$ cat src/rtl/ds_scoreboard.sv
// ds_scoreboard: register-write scoreboard and decode-stall controller for the ID stage.
// Tracks, per architectural register, how many in-flight instructions (EX/MEM/WB) still
// have to write it. Decode is held while a source is pending or while its destination
// counter is saturated.
//
// Ports:
//   clk, resetn           clock (rising edge), asynchronous active-low reset
//   ds_valid              ID holds a valid instruction
//   rs1_used/rs1_addr     first source read by the ID instruction
//   rs2_used/rs2_addr     second source read by the ID instruction
//   ds_gr_we/ds_dest      ID instruction writes ds_dest
//   issue_fire            ID->EX transfer this cycle
//   wb_we/wb_dest         write-back retires a register write this cycle
//   flush                 discard all pending writes
//   ds_stall              ID must hold (ds_ready_go = !ds_stall)
//   busy_vec              bit r set when register r has pending writes
//   inflight              total pending writes
//   sb_err                sticky overflow/underflow flag, cleared only by reset
module ds_scoreboard #(
  parameter int unsigned NREG  = 32,
  parameter int unsigned CNT_W = 2,
  parameter int unsigned TOT_W = 7
) (
  input  logic                    clk,
  input  logic                    resetn,
  input  logic                    ds_valid,
  input  logic                    rs1_used,
  input  logic [$clog2(NREG)-1:0] rs1_addr,
  input  logic                    rs2_used,
  input  logic [$clog2(NREG)-1:0] rs2_addr,
  input  logic                    ds_gr_we,
  input  logic [$clog2(NREG)-1:0] ds_dest,
  input  logic                    issue_fire,
  input  logic                    wb_we,
  input  logic [$clog2(NREG)-1:0] wb_dest,
  input  logic                    flush,
  output logic                    ds_stall,
  output logic [NREG-1:0]         busy_vec,
  output logic [TOT_W-1:0]        inflight,
  output logic                    sb_err
);

  localparam int unsigned AW = $clog2(NREG);
  localparam logic [CNT_W-1:0] CntMax = '1;
  localparam logic [TOT_W-1:0] TotMax = '1;

  logic [NREG-1:0][CNT_W-1:0] cnt_q, cnt_d;
  logic [TOT_W-1:0]           inflight_q, inflight_d;
  logic                       err_q, err_d;

  logic [NREG-1:0] inc_vec, dec_vec;
  // Set only when a counter really moves, so inflight stays the sum of the counters even
  // when a per-register update saturates.
  logic            inc_eff, dec_eff;
  logic            hazard1, hazard2, full;

  always_comb begin
    inc_vec = '0;
    dec_vec = '0;
    for (int unsigned r = 1; r < NREG; r++) begin
      inc_vec[r] = issue_fire & ds_gr_we & (ds_dest == AW'(r));
      dec_vec[r] = wb_we & (wb_dest == AW'(r));
    end
  end

  always_comb begin
    cnt_d      = cnt_q;
    err_d      = err_q;
    inc_eff    = 1'b0;
    dec_eff    = 1'b0;
    inflight_d = inflight_q;
    cnt_d[0]   = '0;
    for (int unsigned r = 1; r < NREG; r++) begin
      if (flush) begin
        cnt_d[r] = '0;
      end else if (inc_vec[r] && !dec_vec[r]) begin
        if (cnt_q[r] == CntMax) begin
          err_d = 1'b1;
        end else begin
          cnt_d[r] = cnt_q[r] + CNT_W'(1);
          inc_eff  = 1'b1;
        end
      end else if (dec_vec[r] && !inc_vec[r]) begin
        if (cnt_q[r] == '0) begin
          err_d = 1'b1;
        end else begin
          cnt_d[r] = cnt_q[r] - CNT_W'(1);
          dec_eff  = 1'b1;
        end
      end
    end
    if (flush) begin
      inflight_d = '0;
    end else if (inc_eff && !dec_eff) begin
      if (inflight_q == TotMax) err_d = 1'b1;
      else                      inflight_d = inflight_q + TOT_W'(1);
    end else if (dec_eff && !inc_eff) begin
      if (inflight_q == '0) err_d = 1'b1;
      else                  inflight_d = inflight_q - TOT_W'(1);
    end
  end

  always_ff @(posedge clk or negedge resetn) begin
    if (!resetn) begin
      cnt_q      <= '0;
      inflight_q <= '0;
      err_q      <= 1'b0;
    end else begin
      cnt_q      <= cnt_d;
      inflight_q <= inflight_d;
      err_q      <= err_d;
    end
  end

  // Stall looks only at registered counts: the regfile write lands at the edge, so a
  // source retiring this cycle releases decode next cycle.
  always_comb begin
    hazard1  = rs1_used & (rs1_addr != '0) & (cnt_q[rs1_addr] != '0);
    hazard2  = rs2_used & (rs2_addr != '0) & (cnt_q[rs2_addr] != '0);
    full     = ds_gr_we & (ds_dest != '0) & (cnt_q[ds_dest] == CntMax);
    ds_stall = ds_valid & (hazard1 | hazard2 | full);
  end

  always_comb begin
    busy_vec = '0;
    for (int unsigned r = 0; r < NREG; r++) begin
      busy_vec[r] = |cnt_q[r];
    end
  end

  assign inflight = inflight_q;
  assign sb_err   = err_q;

endmodule

$ cat config.mk
export PLATFORM = sky130hd
export DESIGN_NAME = ds_scoreboard
export DESIGN_NICKNAME = d
export VERILOG_FILES = /design/src/rtl/ds_scoreboard.sv
export SDC_FILE = /design/constraint.sdc
export NUM_CORES = 1
export LEC_CHECK = 0
export ABC_AREA = 1
export CAP_MARGIN = 25
export CORE_MARGIN = 2
export CORE_UTILIZATION = 39
export CTS_BUF_LIST = sky130_fd_sc_hd__clkbuf_8
export DETAILED_ROUTE_END_ITERATION = 6
export GPL_TIMING_DRIVEN = 0
export PLACE_DENSITY = 0.63
export SLEW_MARGIN = 20
export SYNTH_ARGS = -nofsm -noshare
export SYNTH_HDL_FRONTEND = slang
export SYNTH_SLANG_ARGS = --single-unit
$ cat constraint.sdc
create_clock -name clk -period 3.4 [get_ports clk]
set_input_delay 0.68 -clock clk [delete_from_list [all_inputs] [get_ports clk]]
set_output_delay 0.68 -clock clk [all_outputs]
set_load 0.03 [all_outputs]
# After elaboration in Yosys (flattened, before gate mapping)
# Index checks and enable logic that the tools add are counted.
[op_classes]
add_sub_neg = 64
magnitude_cmp = 3
eq_ne = 159
muxes = 543
n_bitwise = 72
reduce_logical = 260
[op_table]
columns = ["op", "n"]
rows = [
  ["$mux W1", 377],
  ["$mux W2", 158],
  ["$ne A3 B3 Y1 const B", 64],
  ["$eq A5 B5 Y1 const B", 32],
  ["$reduce_and A3 Y1", 32],
  ["$reduce_bool A3 Y1", 32],
  ["$eq A5 B4 Y1 const B", 16],
  ["$and A1 B1 Y1", 70],
  ["$eq A2 B2 Y1 const B", 32],
  ["$logic_and A1 B1 Y1", 64],
  ["$logic_not A1 Y1", 64],
  ["$add A2 B1 Y2 const B", 31],
  ["$logic_not A2 Y1", 31],
  ["$reduce_or A2 Y1", 31],
  ["$sub A2 B1 Y2 const B", 31],
  ["$eq A5 B3 Y1 const B", 8],
  ["$mux W7", 5],
  ["$bmux W2 S5", 3],
  ["$eq A5 B2 Y1 const B", 4],
  ["$lt A5 B6 Y1 const B", 3],
  ["$reduce_bool A5 Y1", 3],
  ["$eq A5 B1 Y1 const B", 2],
  ["$add A7 B1 Y7 const B", 1],
  ["$eq A7 B7 Y1 const B", 1],
  ["other kinds (4)", 6],
]
[totals]
reg_bits = 70
input_bits = 29
wordCells = 1134

# Depth between registers and ports, before layout
[logic_depth]
ltp_word = 131
ltp_mapped = 28

# Worst setup path after synthesis
# Ideal clock, no wire load.
[synth_timing]
path_type = "input to register"
from = "input ds_gr_we"
to = "register inflight_q[6], in the netlist inflight[6]"
setup_time_ps = 117
arrival_time_ps = 3296
slack_ps = -12
stages = 25
n_path_buf = 1
path_cell_list = "nand2_1 nor2_2 buf_4 nand2_1 nand3_1 nand2_1 nor2_1 nand2_1 nor2_2 nand3_2 nor2_4 inv_1 fa_1 nand3_1 nand2_1 nand2_1 inv_1 nor2_1 nor2_1 nor2_1 xor2_1 o21bai_1 a21oi_1 nand2_1 nand2_1"
[synth_via]
elab_chain_len = 131
[synth_rtl]
columns = ["item", "line_no", "text"]
rows = [
  ["from (decl)", "31", "input logic ds_gr_we,"],
  ["$and A1 B1 Y1 (*)", "61", "inc_vec[r] = issue_fire & ds_gr_we & (ds_dest == AW'(r));"],
  ["$and A1 B1 Y1", "61", ""],
  ["$logic_not A1 Y1", "83", "end else if (dec_vec[r] && !inc_vec[r]) begin"],
  ["$logic_and A1 B1 Y1", "83", ""],
  ["$mux W1", "83", ""],
  ["$mux W1", "76", "end else if (inc_vec[r] && !dec_vec[r]) begin"],
  ["$mux W1", "74", "if (flush) begin"],
  ["$mux W1", "84", "if (cnt_q[r] == '0) begin"],
  ["[115 not listed]", "-", ""],
  ["$mux W1", "84", ""],
  ["$mux W1", "83", ""],
  ["$mux W1", "76", ""],
  ["$mux W1", "74", ""],
  ["$logic_not A1 Y1", "94", "end else if (inc_eff && !dec_eff) begin"],
  ["$logic_and A1 B1 Y1", "94", ""],
  ["$ne A3 B3 Y1 (no source line) (tied with other cells)", "-", ""],
  ["$reduce_and A3 Y1 (no source line) / $mux W7 (equally long branches)", "-", ""],
  ["to (signal assigned)", "110", "inflight_q <= inflight_d;"],
  ["to (decl)", "48", "logic [TOT_W-1:0] inflight_q, inflight_d;"],
]
# Every way passes the cells marked *; elsewhere a longest branch is shown, timed or not.
# A chain may end at the register's enable or synchronous reset.

# Worst setup path after layout
[layout_timing]
from = "input ds_dest[2]"
to = "register inflight_q[6], in the netlist inflight[6]"
[layout_via]
elab_chain_len = 131
[layout_rtl]
columns = ["item", "line_no", "text"]
rows = [
  ["from (decl)", "32", "input logic [$clog2(NREG)-1:0] ds_dest,"],
  ["$eq A5 B1 Y1", "61", ""],
  ["$and A1 B1 Y1", "61", ""],
  ["$logic_not A1 Y1", "83", ""],
  ["$logic_and A1 B1 Y1", "83", ""],
  ["$mux W1", "83", ""],
  ["$mux W1", "76", ""],
  ["$mux W1", "74", ""],
  ["$mux W1", "84", ""],
  ["[115 not listed]", "-", ""],
  ["$mux W1", "84", ""],
  ["$mux W1", "83", ""],
  ["$mux W1", "76", ""],
  ["$mux W1", "74", ""],
  ["$logic_not A1 Y1", "94", ""],
  ["$logic_and A1 B1 Y1", "94", ""],
  ["$ne A3 B3 Y1 (no source line) (tied with other cells)", "-", ""],
  ["$reduce_and A3 Y1 (no source line) / $mux W7 (equally long branches)", "-", ""],
]
# Several ways; a longest one is shown, not always the timed one.

==> impl_summary.log <==
INFO  metric timing.fmax = 0.287 GHz
INFO  metric postSynthNetCount = 1277
INFO  metric cts.clk_slew.worst_paths = 100 ps
INFO  metric grt_pass1_vias = 9046
INFO  metric final-max-slew-violation-count = 0
INFO  metric yosysUniqueCellTypes = 42
INFO  metric worst_ir_drop_vdd = 0.440 mV
INFO  metric timing.critical_path.to_type = register
INFO  metric reg2regPathDepth = 23
INFO  metric cp_slowest_cell = sky130_fd_sc_hd__fa_2
INFO  metric fill_cells = 1762
INFO  metric layout_common_cells = 300 x sky130_fd_sc_hd__nand2_1, 144 x sky130_fd_sc_hd__inv_1, 112 x sky130_fd_sc_hd__nor2_1, 97 x sky130_fd_sc_hd__o21ai_0, 88 x sky130_fd_sc_hd__a21oi_1
INFO  metric postRouteWirelength = 37100 µm
INFO  metric clock_tree.buffer_depth = 2
INFO  metric count_of_maximum_capacitance_violations = 0
INFO  metric ff_latch_area = 1750 µm²
INFO  metric design.core.area = 17800 µm²
INFO  metric power-per-cell-area = 259 nW/µm²
INFO  metric cell_family_with_most_cp_delay = simple AND/OR/NAND/NOR gates
INFO  metric fin_skew = 13.6 ps
INFO  metric slew-limit-headroom = 38.9%
INFO  metric grt_pass1_wl = 54200 µm
INFO  metric layout.cells.non_filler = 1646
INFO  metric die_width = 138 µm
INFO  metric dpl.cell_count = 1539
INFO  metric worstMarginPinSlew = 917 ps
INFO  metric grt_max_degree = 43
INFO  metric gate_count_after_technology_mapping = 1242
INFO  metric antenna_cells = 0
INFO  metric finish.utilization = 57.2%
INFO  metric layout_setup_ws = -85.8 ps
INFO  metric violations = setup timing
INFO  metric classification_of_the_worst_setup_path = input port to register
INFO  metric place.gp.congestion = 1.06
INFO  metric detail_route.iter0.violations = 1009
INFO  metric hold_ws = 193 ps
INFO  metric antenna_found_initial = 0
INFO  metric route.vias.total = 9757
INFO  metric numPortBuffers = 67
INFO  metric placement.setup.worst_slack = -1510 ps
INFO  metric most_common_library_cell_in_the_layout_ignoring_fill_and_taps = sky130_fd_sc_hd__nand2_1
INFO  metric critical_path.reg2reg.startpoint = cnt_q[19]
INFO  metric yosysWarnings = 0
INFO  metric final_hold_viol_count = 0
INFO  metric globalRouteOverflowTotal = 0
INFO  metric p_leak = 4.61 nW
INFO  metric unrepaired_setup_endpoints_after_global_routing = yes
INFO  metric dieHeight = 138 µm
INFO  metric tns = -85.8 ps
INFO  metric critPathMaxStageDelay = 360 ps
INFO  metric postPlaceCellArea = 8010 µm²
INFO  metric crit_path_max_fanout = 7
INFO  metric global_route.usage.total = 37.6%
INFO  metric drt-pass1-iter-count = 6
INFO  metric start_util = 39.5%
INFO  metric worst_ep_required_time = 3700 ps
INFO  metric remaining_drc_errors = 0
INFO  metric start_kind = input port
INFO  metric post_route_cells_drive_above_1_share = 27.1%
INFO  metric wl_per_cell = 22.5 µm
INFO  metric flow.area_growth_from_synthesis = 44.9%
INFO  metric crit_cells = 28
INFO  metric finalSetupViolations = 1
INFO  metric hpwl = 28000 µm
INFO  metric final_cell_area_excluding_filler_cells = 10200 µm²
INFO  metric period_minus_slack = 3490 ps
INFO  metric clk-insertion-delay-late = 410 ps
INFO  metric multiInputGateArea = 5590 µm²
INFO  metric tritoncts_buffers = 9
INFO  metric clk_root_buffer_cell = sky130_fd_sc_hd__clkbuf_8
INFO  metric detail_route.vias_per_cell = 5.93
INFO  metric pin_count = 70
INFO  metric status = finished, violations left
INFO  metric finalNetCount = 1447
INFO  metric critical_path.reg2reg.endpoint = inflight[6]
INFO  metric cp.arrival = 3780 ps
INFO  metric design_power_total = 2.64 mW
INFO  metric timing.final.crit_share = 103%
INFO  metric class_of_the_tightest_hold_or_removal_check = input port to asynchronous set/reset pin
INFO  metric cts_hold_repair.buffers = 0
INFO  metric synth.cell_area = 7020 µm²
INFO  metric clock_tree_from_tritoncts = done
INFO  metric clkSinkCount = 70
INFO  metric synth_seq_cells = 70
INFO  metric synth_sequential_area_ratio = 25.0%
INFO  metric die-area = 19100 µm²
INFO  metric syn_area_per_cell = 5.65 µm²
INFO  metric fp-row-count = 49
INFO  metric drtAntennaViolNets = 0
INFO  metric rrSetupSlack = -30 ps
INFO  metric worst-path-buf-inv = 5
INFO  metric htree_num_levels = 3
layout make-up:
type | instances | share of cell area, %
clock inverter | 6 | 0.369
multi-input combinational | 981 | 55.0
buffer | 24 | 1.75
inverter | 167 | 6.66
timing repair buffer | 158 | 14.7
timing repair inverter | 1 | 0.0861
tap | 229 | 2.82
clock buffer | 10 | 1.35
sequential | 70 | 17.2
where the power goes:
| part | switching, mW | internal [mW] |
|---|---|---|
| Sequential | 0.0506 | 0.865 |
| Clock | 0.421 | 0.281 |
| Combinational | 0.603 | 0.415 |
flip-flops by register name, indices dropped and copies added (netlist names):
| name | cells |
|---|---|
| sb_err | 1 |
| cnt_q | 62 |
| inflight | 7 |
kinds of logic (layout without fill, tap and decap cells):
family	Yosys count	after routing	share of synthesized area (%)
simple gates	722	723	43.3
compound gates	249	249	19.7
buf+inv	192	366	10.6
flops	70	70	25.0
fa+ha+maj	6	6	1.18
xor+xnor	2	2	0.250
other cells	1	1	0.0534
worst max-delay path by stage:
stage | start | endpoint | slack [ps]
after floorplan | ds_gr_we | inflight[6] | 10
after global placement | ds_dest[3] | inflight[6] | -1510
after detailed placement | ds_dest[3] | inflight[6] | -1510
after CTS | ds_gr_we | inflight[6] | 0.9
after global routing | wb_we | inflight[6] | -260
final | ds_dest[2] | inflight[6] | -90
synthesized netlist by cell type, drive strengths merged:
| master | n | area share (%) |
|---|---|---|
| a211oi | 1 | 0.11 |
| a21oi | 90 | 6.4 |
| a221oi | 4 | 0.50 |
| a22oi | 9 | 0.96 |
| a311oi | 4 | 0.50 |
| a31oi | 3 | 0.27 |
| and2 | 2 | 0.18 |
| and3 | 1 | 0.089 |
| buf | 10 | 0.87 |
| clkbuf | 15 | 0.80 |
| clkinv | 2 | 0.11 |
| conb | 1 | 0.053 |
| dfrtp | 70 | 25 |
| fa | 1 | 0.29 |
| ha | 5 | 0.89 |
| inv | 165 | 8.8 |
| nand2 | 369 | 20 |
| nand3 | 102 | 7.3 |
| nand3b | 2 | 0.21 |
| nand4 | 20 | 1.8 |
| nor2 | 203 | 12 |
| nor3 | 15 | 1.1 |
| nor4 | 3 | 0.27 |
| o2111ai | 1 | 0.12 |
| o211ai | 9 | 0.96 |
| o21a | 1 | 0.11 |
| o21ai | 99 | 7.1 |
| o21bai | 1 | 0.11 |
| o221ai | 3 | 0.37 |
| o22ai | 23 | 2.0 |
| o311ai | 1 | 0.12 |
| or2 | 5 | 0.45 |
| xnor2 | 1 | 0.12 |
| xor2 | 1 | 0.12 |
what timing repair did:
| action | 4_1_cts | 5_1_grt |
|---|---|---|
| cloned | 6 | 1 |
| setup endpoints to repair | 8 | 4 |
| setup buffers | 61 | 24 |
| gates resized for setup | 297 | 133 |
| pin swaps | 40 | 47 |
metal layers:
metal | share of wire, % | up-vias | GRT usage (%)
met5 | 0 | - | 0
li1 | - | 4416 | -
met1 | 39 | 4555 | 48.7
met4 | 6.9 | 0 | 23.0
met2 | 42 | 618 | 55.1
met3 | 12 | 168 | 11.2
(Power assumes the default switching activity.)
